$ cat config.mk
export PLATFORM = sky130hd
export DESIGN_NAME = unbiased_rounding
export DESIGN_NICKNAME = d
export VERILOG_FILES = /design/src/rtl/unbiased_rounding.sv
export SDC_FILE = /design/constraint.sdc
export NUM_CORES = 1
export LEC_CHECK = 0
export BUFFER_PORTS_ARGS = -buffer_cell sky130_fd_sc_hd__buf_2
export CORE_AREA = 2 2 55 57
export DETAILED_ROUTE_END_ITERATION = 7
export DIE_AREA = 0 0 57 59
export HOLD_SLACK_MARGIN = 0.06
export MAX_ROUTING_LAYER = met4
export PLACE_DENSITY_LB_ADDON = 0.2
export RECOVER_POWER = 25
export SLEW_MARGIN = 20
export SYNTH_ARGS = -nofsm -noshare
export SYNTH_HDL_FRONTEND = slang
export SYNTH_SLANG_ARGS = --single-unit
$ cat constraint.sdc
create_clock -name clk -period 1.8 [get_ports clk]
set_input_delay 0.36 -clock clk [delete_from_list [all_inputs] [get_ports clk]]
set_output_delay 0.36 -clock clk [all_outputs]
set_load 0.02 [all_outputs]
$ cat src/rtl/unbiased_rounding.sv
// Registered width reducer: convergent (round-half-to-even) rounding of the dropped
// LSBs followed by saturation to the output range, for signed or unsigned words.
module unbiased_rounding #(
    parameter int unsigned WIDTH_IN  = 32,
    parameter int unsigned WIDTH_OUT = 16,
    parameter bit          IS_SIGNED = 1'b1
) (
    input  logic                 clk,
    input  logic                 rst_n,
    input  logic                 ena,
    input  logic [WIDTH_IN-1:0]  din,
    output logic [WIDTH_OUT-1:0] dout
);

    localparam int unsigned D = WIDTH_IN - WIDTH_OUT;

    logic [WIDTH_OUT-1:0] rounded;

    generate
        if (D == 0) begin : g_passthrough
            always_comb begin
                rounded = din;
            end
        end else begin : g_round
            logic [WIDTH_OUT-1:0] keep;
            logic                 guard;
            logic                 sticky;
            logic                 round_up;
            logic [WIDTH_OUT:0]   keep_ext;
            logic [WIDTH_OUT:0]   sum;

            assign keep  = din[WIDTH_IN-1:D];
            assign guard = din[D-1];

            if (D >= 2) begin : g_sticky
                assign sticky = |din[D-2:0];
            end else begin : g_no_sticky
                assign sticky = 1'b0;
            end

            // Exact halves only round up when that lands on an even result.
            assign round_up = guard & (sticky | keep[0]);

            if (IS_SIGNED) begin : g_sext
                assign keep_ext = {keep[WIDTH_OUT-1], keep};
            end else begin : g_zext
                assign keep_ext = {1'b0, keep};
            end

            assign sum = keep_ext + {{WIDTH_OUT{1'b0}}, round_up};

            always_comb begin
                rounded = sum[WIDTH_OUT-1:0];
                if (IS_SIGNED) begin
                    // The two top bits disagree only when the result left the signed range.
                    if (!sum[WIDTH_OUT] && sum[WIDTH_OUT-1]) begin
                        rounded = {1'b0, {(WIDTH_OUT-1){1'b1}}};
                    end else if (sum[WIDTH_OUT] && !sum[WIDTH_OUT-1]) begin
                        rounded = {1'b1, {(WIDTH_OUT-1){1'b0}}};
                    end
                end else if (sum[WIDTH_OUT]) begin
                    rounded = {WIDTH_OUT{1'b1}};
                end
            end
        end
    endgenerate

    always_ff @(posedge clk) begin
        if (!rst_n) begin
            dout <= '0;
        end else if (ena) begin
            dout <= rounded;
        end
    end

endmodule

---- Yosys cells after proc, flatten, opt, wreduce, memory -nomap -nowiden ----
Index checks and enable logic that the tools add are counted.
storage, ports and cells
  register bits ........................... 16
  bits of input ports ..................... 35
  output and inout port bits .............. 16
  logic and storage cells ................. 11
operators by class
  add/subtract/negate cells ............... 1
  multiplexer cells ....................... 2
  bitwise gates (word level) .............. 2
  reduce and logical (&&, ||, !) cells .... 5
operators with widths
  cell                 number
  $mux W16             2
  $add A16 B2 Y17      1
  $reduce_or A15 Y1    1
  $logic_and A1 B1 Y1  2
  $logic_not A1 Y1     2
  $and A1 B1 Y1        1
  $or A1 B1 Y1         1

---- Longest topological paths before layout ----
Gate-level depths: netlist (run 1).
  depth after elaboration ................. 8
  mapped depth ............................ 7
  mapped depth without buffers ............ 7

---- Worst setup path after synthesis (run 1) ----
No wires, ideal clock.
  path type ............................... input port to flip-flop
  from .................................... input port din[23]
  to ...................................... register dout[12]
  library setup time ...................... 0.136 ns
  arrival ................................. 1.686 ns
  data required time ...................... 1.664 ns
  slack ................................... -0.022 ns
  cell stages on the path ................. 6
  buffers on the path ..................... 1
  cell sequence ........................... nand4_4 or4_4 or3b_1 buf_2 nand3_2 a31oi_1
on the way
  word-level cells in the longest chain between the ends .. 5
  elaborated cells on any way between the ends .. 7
  those cells by class .................... add/sub: 1; mux: 2; reduce/logical: 4
ends and longest elaborated chain
  element               line  source
  from (decl)           11    input logic [WIDTH_IN-1:0] din,
  $add A16 B2 Y17 (*)   50    assign sum = keep_ext + {{WIDTH_OUT{1'b0}}, round_up};
  $logic_not A1 Y1      58    end else if (sum[WIDTH_OUT] && !sum[WIDTH_OUT-1]) begin
  $logic_and A1 B1 Y1   58
  $mux W16              58
  $mux W16 (*)          56    if (!sum[WIDTH_OUT] && sum[WIDTH_OUT-1]) begin
  to (signal assigned)  72    dout <= rounded;
  to (decl)             12    output logic [WIDTH_OUT-1:0] dout
Every way passes the cells marked *; elsewhere a longest branch is shown, timed or not.
A chain may end at the register's enable or synchronous reset.

---- Worst setup path in the final report (run 1) ----
  from .................................... input port din[24]
  to ...................................... register dout[10]
The elaborated chain is that of the path after synthesis.

==> metrics.yaml, run 1 <==
path_delay_family: "simple AND/OR/NAND/NOR gates"
top_register: "dout"
std_cell_rows: 19
power_density_mw_per_mm2: 604.6
timing.critical_path.slowest_cell_delay_ns: 0.54
synth_seq_cells: 16
maxCapViolCount: 0
placed_cell_area_mm2: 0.001395
worstPathCellList: "buf_2, nand4_4, or4_4, buf_4, o31ai_4, a31oi_4, a31oi_1"
finalCritPeriodShare_pct: 91.15
vias: 1134
hold_class: "primary input to flop"
syn2layout_area_growth_pct: 51.79
final_hold_viol_count: 0
drt_iter0_markers: 18
synth_top_cells_by_count: "dfxtp_1 (16), o21ai_0 (15), a21oi_1 (13)"
required_ns: 2.03
synthCells: 115
final_area_mm2: 0.001430
antenna_found_initial: 0
reg.largest.list: "dout x16"
leakage_nw: 0.6439
switching_share_pct: 30.16
grt_overflow: 0
p_comb_share_pct: 26.1
detailedPlacementHpwl_mm: 2.307
grt_pass1_vias: 1135
synthArstFlopShare_pct: 0
yosysMostFrequentCell: "dfxtp_1"
max_freq_ghz: 0.6095
totalWireLength_mm: 2.799
max-vdd-ir-drop_uv: 276.4
io_buffers: 50
power_frac_clock_pct: 28.8
slowest_stage: "or4_4"
yosys-top-cells-area: "dfxtp_1 (34%), o21ai_0 (8.0%), a21oi_1 (6.9%), xor2_1 (6.5%), nand2_1 (4.8%)"
path_max_fanout: 15
tightestPinTransition_ns: 0.4655
synth_area_leader_cell: "dfxtp_1"
grt_max_degree: 18
path_clk_slew_ns: 0.10
p_int_uw: 603.8
syn-cell-area_um2: 942.2
fillerInstances: 285
synth-seq-area-share_pct: 34.00
yosys_warnings: 0
period_minus_slack_ns: 1.641
slew-limit-headroom_pct: 68.96
setup_viol: 0
io_pins: 51
routedWlPerCell_um: 12.67
gp_congestion: 0.8321
synthFlopType: "dfxtp_1"
critPathBufInv: 2
fin_skew_ns: 0
critPathLaunchType: "primary input"
via_per_inst: 5.131
die_area_mm2: 0.003363
cts_root_buffer: "clkbuf_4"
numCtsBuffers: 3
die_x_um: 57
grt_pass1_wl_mm: 4.554
cts.path.max_buffers: 2
largest_reg_flops: 16
post-route-util_pct: 52.77
clk_latency_ns: 0.29
synth_fp_nets: 151
seqPwrFrac_pct: 45.1
power_switching_uw: 260.8
htree_levels: 1
postRouteAntennaNets: 0
end_kind: "flop"
synth_edf_count: 0
num_antenna_cells: 0
first_pass_iters: 4
synth_cell_types: 33
drive_gt1_share_pct: 42.11
coreArea_mm2: 0.002710
fp.dieH_um: 59
drv_slew: 0
grt_setup_unrepaired: "false"
status: "completed"
drc: 0
synth_top_area_share_pct: 34.00
post-cts-setup-buffers: 0
start_util_pct: 34.76
grt_usage_pct: 17.60
cts_sinks: 16
cts_tree: "done"
syn_area_per_cell_um2: 8.193
crit_arrival_ns: 1.87
crit_type: "primary input to flop"
nets: 227
-- metal layers --
metal	global-route usage, %	wire length, um
met2	31.36	1383
met4	4.983	24
met1	20.41	1205
met3	3.057	186
met5	-	0
-- tightest hold or removal path: cells and delay by family --
kind / cells / cell delay, ns
compound gates: 1 / 0.07
buf+inv: 1 / 0.12
simple gates: 1 / 0.07
-- final cells by class --
cell class	instances	area, um^2	area share (%)
Multi-Input combinational cell	94	603.1	42.17
Sequential cell	16	320.3	22.40
Timing Repair Buffer	75	427.9	29.92
Inverter	1	3.754	0.2625
Tap cell	31	38.79	2.712
Clock buffer	4	36.28	2.537
-- stage by stage --
stage                     power [mW]  setup TNS (ns)  hold WS (ns)  std cells  setup slack, ns
final                         0.8646               0        0.3816        221           0.1594
after global routing          0.9123               0        0.4059        221          0.07452
after CTS                     0.8667               0        0.3857        221           0.1011
after detailed placement      0.6252          -2.562        0.4764        217          -0.2004
after global placement        0.6210          -1.936        0.4639        217          -0.1466
after floorplan               0.4979        -0.01057        0.4983        115         -0.01057
-- power by group through the flow --
stage          sequential (mW)  combinational, mW  clock (mW)
4_1_cts                  0.390              0.228       0.249
6_report                 0.390              0.226       0.249
3_5_place_dp             0.398              0.227           0
2_1_floorplan            0.429             0.0689           0
3_3_place_gp             0.396              0.225           0
5_1_grt                  0.393              0.246       0.273
-- cells by family (layout without fill, tap and decap cells) --
| kind of cell | after synthesis | after routing | synth area share (%) |
|---|---|---|---|
| AO/OA/AOI/OAI | 37 | 37 | 23.90 |
| buffers and inverters | 5 | 80 | 2.921 |
| AND/OR/NAND/NOR | 44 | 44 | 26.43 |
| multiplexers | 2 | 2 | 2.125 |
| XOR/XNOR | 10 | 10 | 9.297 |
| adder cells (fa/ha/maj) | 1 | 1 | 1.328 |
| flip-flops | 16 | 16 | 34.00 |
-- worst paths after layout --
| check | start | endpoint | slack (ns) | depth (start not counted) |
|---|---|---|---|---|
| worst max-delay path | din[24] | dout[10]$_SDFFE_PN0P_ | 0.16 | 7 |
| worst min-delay path | din[31] | dout[15]$_SDFFE_PN0P_ | 0.38 | 3 |
| worst max register to register | dout[14]$_SDFFE_PN0P_ | dout[14]$_SDFFE_PN0P_ | 1.12 | 2 |
| worst min register to register | dout[15]$_SDFFE_PN0P_ | dout[15]$_SDFFE_PN0P_ | 0.49 | 2 |
-- layout by cell type (no fill, tap or decap), drive strengths merged, types with 5 or more instances in the layout --
| master | count |
|---|---|
| buf | 67 |
| dfxtp | 16 |
| o21ai | 15 |
| a21oi | 14 |
| nand2 | 12 |
| clkbuf | 12 |
| xor2 | 7 |
| nand3 | 7 |
| nor2 | 6 |
| nor4 | 5 |
-- timing repair --
action                                  in CTS  in global routing
endpoints found under the setup margin       0                  1
gates resized for setup                      0                  1
hold buffers                                 0                  0
No activity file was read; power rests on OpenSTA's default activity.
==> run 2, diff against run 1 <==
- CORE_AREA: 2 2 55 57 -> 2 2 53 55
- DIE_AREA: 0 0 57 59 -> 0 0 55 57
==> run 2 against run 1 <==
Die area decreased by 6.8%. Utilization increased by 1.3 points. Power decreased by 1.7%. Clock power decreased by 4%. Critical path depth decreased by 1. Sequential cell count unchanged. Combinational power decreased by 2%. Non-clock buffer count decreased by 2. Critical path type unchanged. Wire length decreased by 7.5%. Register-to-register slack about the same.
==> metrics.yaml, run 2 (synthesis gave the netlist of run 1 again) <==
status: "completed"
pre_cts_ws_ns: -0.2081  # -0.007658 ns
postRouteAntennaNets: 0  # unchanged
start_util_pct: 36.03  # +1.3 points
r2r-end: "dout[11]$_SDFFE_PN0P_"
leakage_nw: 0.6352  # -1.4%
final_hold_viol_count: 0  # unchanged
critPathLaunchType: "primary input"
io_buffers: 50  # unchanged
required_ns: 1.95  # -0.08 ns
drive_gt1_share_pct: 41.49  # -0.62 points
path_clk_slew_ns: 0.10  # about the same
fin_cells: 219  # -0.90%
first_pass_iters: 4  # unchanged
period_minus_slack_ns: 1.647  # +0.006265 ns
hold_class: "primary input to flop"
gp_congestion: 0.8372  # +0.61%
die_area_mm2: 0.003135  # -6.8%
reg.largest.list: "dout x16"
finalCritPeriodShare_pct: 91.49  # +0.35 points
num_antenna_cells: 0  # unchanged
r2r-start: "dout[11]$_SDFFE_PN0P_"
cts_root_buffer: "clkbuf_4"
multi_input_comb_area_um2: 603.1  # unchanged
grt_usage_pct: 19.22  # +1.6 points
io_pins: 51  # unchanged
power_density_mw_per_mm2: 600.6  # -0.65%
drc: 0  # unchanged
startpoint: "din[24]"
holdPathStages: 3  # unchanged
path_max_fanout: 6  # -9
final_area_mm2: 0.001415  # -1.0%
totalWireLength_mm: 2.589  # -7.5%
grt_overflow: 0  # unchanged
reg2reg_slack_ns: 1.13  # about the same
clk_latency_ns: 0.28  # about the same
grt_pass1_wl_mm: 4.416  # -3.0%
end_kind: "flop"
antenna_found_initial: 0  # unchanged
detailedPlacementHpwl_mm: 2.153  # -6.7%
htree_levels: 1  # unchanged
cts_sinks: 16  # unchanged
setup_viol: 0  # unchanged
max-vdd-ir-drop_uv: 286.1  # +3.5%
cts.path.max_buffers: 2  # unchanged
tightestPinTransition_ns: 0.4522  # -0.01334 ns
fp.dieH_um: 57  # -3.4%
layout_common_cells: "buf_2 (42), buf_4 (23), dfxtp_1 (16)"
timing.critical_path.to: "dout[12]$_SDFFE_PN0P_"
grt_pass1_vias: 1059  # -6.7%
cts_tree: "done"
numCtsBuffers: 3  # unchanged
std_cell_rows: 19  # unchanged
max_freq_ghz: 0.6072  # -0.38%
placed_cells: 215  # -0.92%
die_x_um: 55  # -3.5%
slew-limit-headroom_pct: 69.85  # +0.89 points
syn2layout_area_growth_pct: 50.20
crit_arrival_ns: 1.80  # -0.07 ns
nets: 225  # -0.88%
maxCapViolCount: 0  # unchanged
post-cts-setup-buffers: 0  # unchanged
coreArea_mm2: 0.002615  # -3.5%
crit_type: "primary input to flop"
via_per_inst: 4.968  # -3.2%
ctsResizeCount: 0  # unchanged
drt_iter0_markers: 7  # -11
vias: 1088  # -4.1%
post-route-util_pct: 54.11  # +1.3 points
routedWlPerCell_um: 11.82  # -6.7%
reg2reg_depth: 2  # unchanged
fin_skew_ns: 0  # unchanged
drv_slew: 0  # unchanged
fillerInstances: 275  # -3.5%
cts_hold_buf: 0  # unchanged
largest_reg_flops: 16  # unchanged
grt_max_degree: 18  # unchanged
setup_ws_ns: 0.1531  # -0.006265 ns
top_register: "dout"
seqCellArea_um2: 320.3  # unchanged
final_common_cell: "buf_2"
grt_setup_unrepaired: "false"
placed_cell_area_mm2: 0.001380  # -1.1%
-- run 2: cell types whose count changed in the layout (fill, tap and decap cells not counted) --
cell   previous run  this run
buf_4            25        23
-- run 2: area by class of cell --
class / count / area share [%]
well taps: 31 / 2.741
flip-flops and latches: 16 / 22.63
clock buffers: 4 / 2.564
multi-input cells: 94 / 42.62
inverters: 1 / 0.2653
repair buffers: 73 / 29.18
-- run 2: where the power goes --
group | internal (mW) | switching [mW] | total [mW]
combinational | 0.0998 | 0.121 | 0.221
sequential | 0.379 | 0.0106 | 0.390
clock | 0.123 | 0.116 | 0.239
-- run 2: through the flow --
step	total power, mW	hold WS [ns]	TNS [ns]
global route	0.9082	0.3935	0
finish	0.8499	0.3928	0
CTS	0.8647	0.3881	0
global placement	0.6188	0.4624	-2.068
detailed placement	0.6220	0.4682	-2.541
floorplan	0.4979	0.4983	-0.01057
-- run 2: how the worst min path moves through the flow --
stage | from | endpoint | slack [ns]
floorplan | rst_n | dout[10]$_SDFFE_PN0P_ | 0.50
global placement | dout[15]$_SDFFE_PN0P_ | dout[15]$_SDFFE_PN0P_ | 0.46
detailed placement | dout[15]$_SDFFE_PN0P_ | dout[15]$_SDFFE_PN0P_ | 0.47
CTS | din[31] | dout[15]$_SDFFE_PN0P_ | 0.39
global route | din[31] | dout[15]$_SDFFE_PN0P_ | 0.39
finish | din[31] | dout[15]$_SDFFE_PN0P_ | 0.39
-- run 2: worst max-delay path, stage by stage --
cell and delay, ns:
buf_2 0.11, nand4_4 0.11, or4_4 0.54, or3b_1 0.50, nand3_2 0.10, a31oi_1 0.08
-- run 2: per-layer routing --
metal	track usage, %	wire [um]	part of all wire [%]
met5	-	0	0
met4	4.181	11	0.42
met3	3.665	161	6.2
met2	31.46	1287	50
met1	24.22	1129	44
